File: config.mk
export PLATFORM = sky130hd
export DESIGN_NAME = setup_sweep_ctrl
export DESIGN_NICKNAME = d
export VERILOG_FILES = /design/src/rtl/setup_sweep_ctrl.sv
export SDC_FILE = /design/constraint.sdc
export NUM_CORES = 1
export LEC_CHECK = 0
export ABC_AREA = 1
export CAP_MARGIN = 30
export CORE_ASPECT_RATIO = 2
export CORE_MARGIN = 2
export CORE_UTILIZATION = 45
export CTS_CLUSTER_DIAMETER = 60
export DETAILED_ROUTE_END_ITERATION = 16
export GPL_ROUTABILITY_DRIVEN = 0
export PLACE_DENSITY = 0.69
export SYNTH_ARGS = -nofsm -noshare
export SYNTH_HDL_FRONTEND = slang
export SYNTH_SLANG_ARGS = --single-unit
export TNS_END_PERCENT = 20
File: constraint.sdc
create_clock -name clk -period 2.7 [get_ports clk]
set_input_delay 0.675 -clock clk [delete_from_list [all_inputs] [get_ports clk]]
set_output_delay 0.675 -clock clk [all_outputs]
set_load 0.03 [all_outputs]
File: src/rtl/setup_sweep_ctrl.sv
// Setup-time sweep sequencer for the DYNDFF cell: drives dut_clk/dut_d and reports the smallest passing data offset.
// Optional build macro SETUP_SWEEP_REPEAT_EN runs NREP capture/clear pairs per offset.
module setup_sweep_ctrl #(
    parameter int PERIOD = 64,
    parameter int OFF_W  = 6,
    parameter int NREP   = 4
) (
    input  logic             clk,
    input  logic             rst,
    input  logic             start,
    input  logic [OFF_W-1:0] cfg_offset_max,
    input  logic [OFF_W-1:0] cfg_step,
    output logic             dut_clk,
    output logic             dut_d,
    input  logic             dut_q,
    output logic             busy,
    output logic             res_valid,
    input  logic             res_ready,
    output logic [OFF_W-1:0] res_offset,
    output logic [1:0]       res_status
);

    localparam int HALF  = PERIOD / 2;
    localparam int PH_W  = $clog2(PERIOD);
    localparam int CW    = ((PH_W > OFF_W) ? PH_W : OFF_W) + 1;
    localparam int REP_W = (NREP > 1) ? $clog2(NREP) : 1;
`ifdef SETUP_SWEEP_REPEAT_EN
    localparam int REPS = NREP;
`else
    localparam int REPS = 1;
`endif

    typedef enum logic [2:0] {IDLE, INIT_CLR, CAPTURE, CLEAR, DONE} state_t;
    typedef enum logic [1:0] {
        ST_OK           = 2'b00,
        ST_FAIL_MAX     = 2'b01,
        ST_NEVER_FAILED = 2'b10,
        ST_CLEAR_ERR    = 2'b11
    } status_t;

    state_t             state, state_nxt;
    logic [PH_W-1:0]    phase, phase_nxt;
    logic [OFF_W-1:0]   off, off_nxt, stp, last_pass, fin_offset;
    logic [REP_W-1:0]   rep;
    logic               q_meta, q_s, pass, first_off;
    logic               last_phase, running, clk_nxt, d_nxt;
    logic               accept, cap_end, next_rep, next_off, fin;
    status_t            fin_status;

    assign last_phase = (phase == PH_W'(PERIOD - 1));

    always_ff @(posedge clk or posedge rst) begin
        if (rst) state <= IDLE;
        else     state <= state_nxt;
    end

    // NOTE: every signal gets a default before the case so no path can infer a latch.
    always_comb begin
        state_nxt  = state;
        off_nxt    = off;
        accept     = 1'b0;
        cap_end    = 1'b0;
        next_rep   = 1'b0;
        next_off   = 1'b0;
        fin        = 1'b0;
        fin_status = ST_OK;
        fin_offset = off;
        case (state)
            IDLE: if (start && !res_valid) begin
                accept    = 1'b1;
                off_nxt   = cfg_offset_max;
                state_nxt = INIT_CLR;
            end
            INIT_CLR: if (last_phase) begin
                if (q_s) begin
                    fin        = 1'b1;
                    fin_status = ST_CLEAR_ERR;
                    state_nxt  = DONE;
                end else begin
                    state_nxt = CAPTURE;
                end
            end
            CAPTURE: if (last_phase) begin
                cap_end   = 1'b1;
                state_nxt = CLEAR;
            end
            CLEAR: if (last_phase) begin
                fin       = 1'b1;
                state_nxt = DONE;
                if (q_s) begin
                    fin_status = ST_CLEAR_ERR;
                end else if (!pass && first_off) begin
                    fin_status = ST_FAIL_MAX;
                end else if (!pass) begin
                    fin_status = ST_OK;
                    fin_offset = last_pass;
                end else if (rep != REP_W'(REPS - 1)) begin
                    fin       = 1'b0;
                    next_rep  = 1'b1;
                    state_nxt = CAPTURE;
                end else if (off < stp) begin
                    // Stepping further would wrap below zero, so the whole range passed.
                    fin_status = ST_NEVER_FAILED;
                end else begin
                    fin       = 1'b0;
                    next_off  = 1'b1;
                    off_nxt   = off - stp;
                    state_nxt = CAPTURE;
                end
            end
            DONE: if (res_valid && res_ready) state_nxt = IDLE;
            default: state_nxt = IDLE;
        endcase

        running   = (state_nxt == INIT_CLR) || (state_nxt == CAPTURE) || (state_nxt == CLEAR);
        phase_nxt = (running && state_nxt == state && !last_phase) ? phase + PH_W'(1) : '0;
        // Pad outputs are registered from next-state values so they stay glitch-free and phase-aligned.
        clk_nxt   = running && (phase_nxt >= PH_W'(HALF));
        d_nxt     = (state_nxt == CAPTURE) && ((CW'(phase_nxt) + CW'(off_nxt)) >= CW'(HALF));
    end

    // NOTE: sequential state uses non-blocking assignments so every flop samples pre-edge values.
    always_ff @(posedge clk or posedge rst) begin
        if (rst) begin
            q_meta     <= 1'b0;
            q_s        <= 1'b0;
            phase      <= '0;
            off        <= '0;
            stp        <= '0;
            last_pass  <= '0;
            rep        <= '0;
            pass       <= 1'b0;
            first_off  <= 1'b0;
            dut_clk    <= 1'b0;
            dut_d      <= 1'b0;
            busy       <= 1'b0;
            res_valid  <= 1'b0;
            res_offset <= '0;
            res_status <= 2'b00;
        end else begin
            q_meta  <= dut_q;
            q_s     <= q_meta;
            phase   <= phase_nxt;
            off     <= off_nxt;
            dut_clk <= clk_nxt;
            dut_d   <= d_nxt;
            if (accept) begin
                stp       <= (cfg_step == '0) ? OFF_W'(1) : cfg_step;
                busy      <= 1'b1;
                first_off <= 1'b1;
                rep       <= '0;
                last_pass <= '0;
            end
            if (cap_end)  pass <= q_s;
            if (next_rep) rep <= rep + REP_W'(1);
            if (next_off) begin
                rep       <= '0;
                first_off <= 1'b0;
                last_pass <= off;
            end
            if (fin) begin
                res_offset <= fin_offset;
                res_status <= fin_status;
            end
            if (state == DONE && !res_valid) begin
                res_valid <= 1'b1;
                busy      <= 1'b0;
            end
            if (state == DONE && res_valid && res_ready) res_valid <= 1'b0;
        end
    end

endmodule

==> results.md, run 1 <==
* GR Overflow Total at 0
* Max rail drop VDD at 460 uV
* Synth area leaders: dfrtp_1, nand2_1, ha_1
* Maximum capacitance violations at 0
* Most used routing layer: met2
* Die W at 58.2 um
* Pre-CTS WS at -0.227 ns
* Seq cells post-synth at 45
* ANT cells at 0
* Die Ht at 112 um
* Total power per unit cell area at 388 nW/um2
* Nets at 423
* Final Hold Fails at 0
* Worst-path maximum fanout at 6
* Hold Startpoint: q_meta
* Htree depth at 2
* Post-route cell area at 3650 um2
* EDFF count, synth at 0
* Layout Cells excl Fill at 452
* YS warnings at 0
* Data required time of the worst path at 2.88 ns
* Port-buffer cells at 28
* Total number of vias at 2,350
* Drt wl/cell at 14.2 um
* Area growth, synth to finish at 38.4%
* Synth Cell Area at 2640 um2
* Drt first pass iters at 4
* # hold bufs at CTS at 0
* Initial antenna violation count at 0
* DRT Wirelength at 6440 um
* Largest net degree at the start of global routing at 28
* CTS tree: built
* Clk_skew at 0.00735 ns
* Final WS setup at 0.0571 ns
* Worst reg2reg startpoint: off[0]
* Tmin final at 2.64 ns
* Total CTS buffers at 5
* Synth cell types at 36
* Status: completed
* Post-synth top area share at 0.427
* GRT Util Overall at 0.208
* Maximum clock frequency at 0.378 GHz
* Startpoint types: flop
* Lkg Pwr at 1.69 nW
* CP startpoint: off[0]
* Min-Delay Path Class: flop to flop
* IO Count at 29
* Cell taking the most area after synthesis: dfrtp_1
* Max-slew violation count at 0
* WP data arrival at 2.82 ns
* Initial Utilization at 0.462
* Register area share after synthesis at 0.427
* Placed instance count at 434
* WS Path Type: flop to flop
* Post-Syn Instances at 321
* Vias per cell at 5.20
* Met2 Use GR at 0.380
* DRC Markers at 0
* Most common cell after layout, fill and taps aside: nand2_1
* # setup viols final at 0
* Antenna viol nets, final at 0
* Row count at 39
* Worst-Margin Slew at 0.733 ns
* Syn nets at 354
* Fraction of layout cells with a size suffix above 1 at 0.274
* Main synth FF type: dfrtp_1
* Clk slew on worst S/H paths at 0.06 ns
* Mapped Avg Cell Area at 8.22 um2
* Final Cycle Share at 0.979
* Commonest non-fill, non-tap cells in the layout: nand2_1, dfrtp_1, buf_4
* DP Wirelength at 4740 um
* First-pass GRT wire length at 10,300 um
* Clk Tree Root Cell: clkbuf_16
* Initial DRC Count at 142
* Met3 usage at 0.0403
* Clk sinks at 45
* CTS Buffer Depth at 2
* Worst-skew pair later-pin latency at 0.29 ns
* Post-place instance area at 3180 um2
* Core box area at 5710 um2
* Vias in the first global route at 2,319
* Critical Path End Type: flop
* Met1 usage at 0.215
* RSZ-0062 raised after global routing: yes
* Max-Slew Margin vs Limit at 0.509
* Die area at 6530 um2
* Post-synth ARST share at 1.00
## final timing paths
path,cells past startpoint,slack [ns],to
setup / recovery,19,0.06,dut_d
hold / removal,0,0.35,q_s
setup reg to reg,19,0.06,dut_d
hold reg to reg,0,0.35,q_s
max in group asynchronous,3,1.45,rep[1]
min in group asynchronous,2,0.72,dut_clk
## cells by family (layout without fill, tap and decap cells)
| group | Yosys count | count (layout) | synth area share |
|---|---|---|---|
| AND/OR/NAND/NOR | 147 | 147 | 0.270 |
| flip-flops | 45 | 45 | 0.427 |
| AO/OA/AOI/OAI | 57 | 57 | 0.115 |
| adder cells (fa/ha/maj) | 16 | 16 | 0.0815 |
| XOR/XNOR | 6 | 6 | 0.0199 |
| buffers and inverters | 50 | 120 | 0.0867 |
## state kept, by name, indices dropped and copies added (netlist names)
register,count
last_pass,6
off,6
phase,6
res_offset,6
stp,6
state,3
rep,2
res_status,2
busy,1
dut_clk,1
dut_d,1
first_off,1
pass,1
q_meta,1
q_s,1
res_valid,1
## Yosys cell counts (4+ instances only)
cell type  number
nand3_2         7
o21ai_0        21
o21ai_1        12
a21oi_1        16
buf_6           4
inv_1          39
nand3_1        24
nor2_1         21
nand2_1        75
ha_1           14
dfrtp_1        45
## per-stage QoR
| step | TNS (ns) | utilization | hold WS, ns | total power, W |
|---|---|---|---|---|
| 2_1_floorplan | 0 | - | 0.331 | 0.000702 |
| 3_3_place_gp | -0.152 | 0.557 | 0.332 | 0.000735 |
| 4_1_cts | 0 | 0.608 | 0.357 | 0.00143 |
| 5_1_grt | -0.137 | 0.640 | 0.366 | 0.00147 |
| 6_report | 0 | 0.640 | 0.354 | 0.00142 |
| 3_5_place_dp | -0.227 | 0.557 | 0.342 | 0.000735 |
## power by group
part	leakage [nW]	switching (W)	internal [W]
sequential	0.515	0.00000159	0.000676
combinational	1.09	0.0000201	0.0000239
clock	0.0810	0.000257	0.000438
total	1.69	0.000278	0.00114
## layer usage
metal / routed length (um) / vias to the layer above
li1: - / 1184
met1: 2310 / 1084
met2: 3650 / 58
met3: 205 / 24
met4: 264 / 0
met5: 0 / -
## repair_timing
action | 4_1_cts | 5_1_grt
resized for setup | 23 | 24
pin swaps | 9 | 16
setup buffers | 2 | 8
endpoints found under the setup margin | 1 | 1
## layout make-up
cell class	instances	area, um2
multi-input cells	226	1520
repair buffers	68	597
well taps	61	76.3
inverters	44	173
clock buffers	6	129
fillers	460	2050
flip-flops and latches	45	1130
clock inverters	2	38.8
## critical path: stages, from the launching register on
cell and delay [ns]:
dfrtp_1 0.37, inv_2 0.07, ha_4 0.16, fa_2 0.35, inv_2 0.06, nand2_2 0.06
nand3_4 0.13, nand2_4 0.08, buf_4 0.16, nand2_1 0.05, nand3_1 0.09, nand3_2 0.12
ha_1 0.24, a21o_1 0.17, nand2_1 0.06, nor2_1 0.04, o21bai_1 0.11, nand3_1 0.08
nand2_1 0.07, nor2_1 0.04
No activity file was read; power rests on OpenSTA's default activity.
==> run 2: changes to the inputs <==
Settings changed: PLACE_DENSITY 0.69 to 0.75.
==> run 2 against run 1 <==
Register-to-register slack lost 0.04 ns. Non-clock buffer count shrank 3. Core utilization shrank 0.42 points. Final area shrank 0.65%. Die area is the same. Hold slack lost 0.0026 ns. Clock-buffer cell count is the same. Critical path type unchanged. Largest power group unchanged.
==> results.md, run 2 (same netlist as run 1, synthesis figures left out) <==
* Vias in the first global route at 2,456
* Maximum clock frequency at 0.372 GHz
* Max rail drop VDD at 568 uV
* RSZ-0062 raised after global routing: yes
* Worst-path maximum fanout at 3
* Placed instance count at 431
* ANT cells at 0
* Total number of vias at 2,392
* Int Power at 0.00116 W
* Core box area at 5710 um2
* First-pass GRT wire length at 10,600 um
* WS Path Type: flop to flop
* Die Ht at 112 um
* Initial DRC Count at 107
* NetSw at 0.000281 W
* Port-buffer cells at 28
* Clk Tree Root Cell: clkbuf_16
* CP delay by family, top: adder cells
* Largest net degree at the start of global routing at 26
* Fill count at 447
* Buffers & Inverters on Critical Path at 2
* Combinational cell fraction of total power at 0.031
* # setup viols final at 0
* Status: completed
* Hold path depth at 0
* Slowest CP cell: dfrtp_1
* Critical Path End Type: flop
* Most common cell after layout, fill and taps aside: nand2_1
* Layout Cells excl Fill at 449
* Fraction of layout cells with a size suffix above 1 at 0.265
* Worst-skew pair later-pin latency at 0.29 ns
* Switch share at 0.195
* Clk slew on worst S/H paths at 0.06 ns
* Final Hold Fails at 0
* Die area at 6530 um2
* Initial antenna violation count at 0
* Clk sinks at 45
* Drt first pass iters at 4
* GRT Util Overall at 0.214
* Min-Delay Path Class: flop to flop
* Nets at 420
* Max-slew violation count at 0
* CTS tree: built
* Initial Utilization at 0.462
* Area growth, synth to finish at 37.5%
* Data required time of the worst path at 2.87 ns
* Die W at 58.2 um
* Maximum capacitance violations at 0
* Clk_skew at 0.00409 ns
* DP Wirelength at 4700 um
* WP data arrival at 2.86 ns
* Final Cycle Share at 0.995
* Hold EP: q_s
* CTS Buffer Depth at 2
* Lkg Pwr at 1.67 nW
* Flop pwr share at 0.470
* FF-to-FF path depth at 18
* Tmin final at 2.69 ns
* Clk pwr share at 0.499
* Drt wl/cell at 14.3 um
* Peak per-stage delay on the critical path at 0.42 ns
* Startpoint types: flop
* DRC Markers at 0
* GR Overflow Total at 0
* R2R Path End: dut_d
* Worst-Margin Slew at 0.769 ns
* Antenna viol nets, final at 0
* Vias per cell at 5.33
* Max-Slew Margin vs Limit at 0.484
* Hold Startpoint: q_meta
* Commonest non-fill, non-tap cells in the layout: nand2_1, dfrtp_1, inv_1
* Row count at 39
* Worst reg2reg startpoint: stp[0]
* IO Count at 29
* Total CTS buffers at 5
* Htree depth at 2
* Total power per unit cell area at 397 nW/um2
* DRT Wirelength at 6440 um
* Final Core Density at 0.636
* Critical-path cell list: ha_4 -> fa_2 -> inv_2 -> nand2_2 -> nand3_4 -> nand2_4 -> clkinv_4 -> nand2_2 -> nand3_2 -> nand3_2 -> ha_4 -> fa_2 -> nor2_1 -> nand3_1 -> a21oi_2 -> nand3_1 -> nand2_1 -> nor2_1
* Setup slack on the worst flop-to-flop path at 0.01 ns
-- run 2: worst max-delay path by stage --
stage             to  cells after the start   start  slack [ns]
2_1_floorplan  dut_d                     20  off[0]       0.006
3_3_place_gp   dut_d                     17   start       -0.16
3_5_place_dp   dut_d                     17   start       -0.25
4_1_cts        dut_d                     20  off[0]       0.003
5_1_grt        dut_d                     19  stp[0]       -0.18
6_report       dut_d                     18  stp[0]        0.01
-- run 2: per-layer routing --
layer	global-route usage	routed length, um	up-vias
li1	-	-	1178
met1	0.215	2290	1136
met2	0.396	3720	60
met3	0.0288	185	18
met4	0.124	245	0
met5	0	0	-
-- run 2: stage by stage --
| stage | setup slack (ns) | setup TNS, ns | area (um2) | hold slack, ns | power [W] |
|---|---|---|---|---|---|
| global placement | -0.156 | -0.156 | 3160 | 0.334 | 0.000735 |
| global route | -0.176 | -0.176 | 3630 | 0.378 | 0.00149 |
| finish | 0.0146 | 0 | 3630 | 0.352 | 0.00144 |
| floorplan | 0.00605 | 0 | 2640 | 0.331 | 0.000702 |
| detailed placement | -0.247 | -0.247 | 3160 | 0.342 | 0.000736 |
| CTS | 0.00313 | 0 | 3460 | 0.360 | 0.00145 |
-- run 2: power by group through the flow --
stage | Combinational, W | Sequential [W] | Clock, W
global placement | 0.0000453 | 0.000690 | 0
detailed placement | 0.0000459 | 0.000690 | 0
finish | 0.0000447 | 0.000677 | 0.000720
CTS | 0.0000459 | 0.000677 | 0.000729
floorplan | 0.0000129 | 0.000689 | 0
global route | 0.0000498 | 0.000677 | 0.000764
-- run 2: repair_timing --
item,4_1_cts,5_1_grt
pin swaps,6,15
hold buffers,0,0
resized for setup,19,27
setup endpoints to repair,1,1
setup buffers,4,6
-- run 2: cell type report --
type                            instances  area, um2  share of cell area
Clock buffer                            6        139              0.0382
Clock inverter                          2       37.5              0.0103
Inverter                               44        173              0.0476
Multi-Input combinational cell        226       1500               0.414
Sequential cell                        45       1130               0.310
Tap cell                               61       76.3              0.0210
Timing Repair Buffer                   65        578               0.159
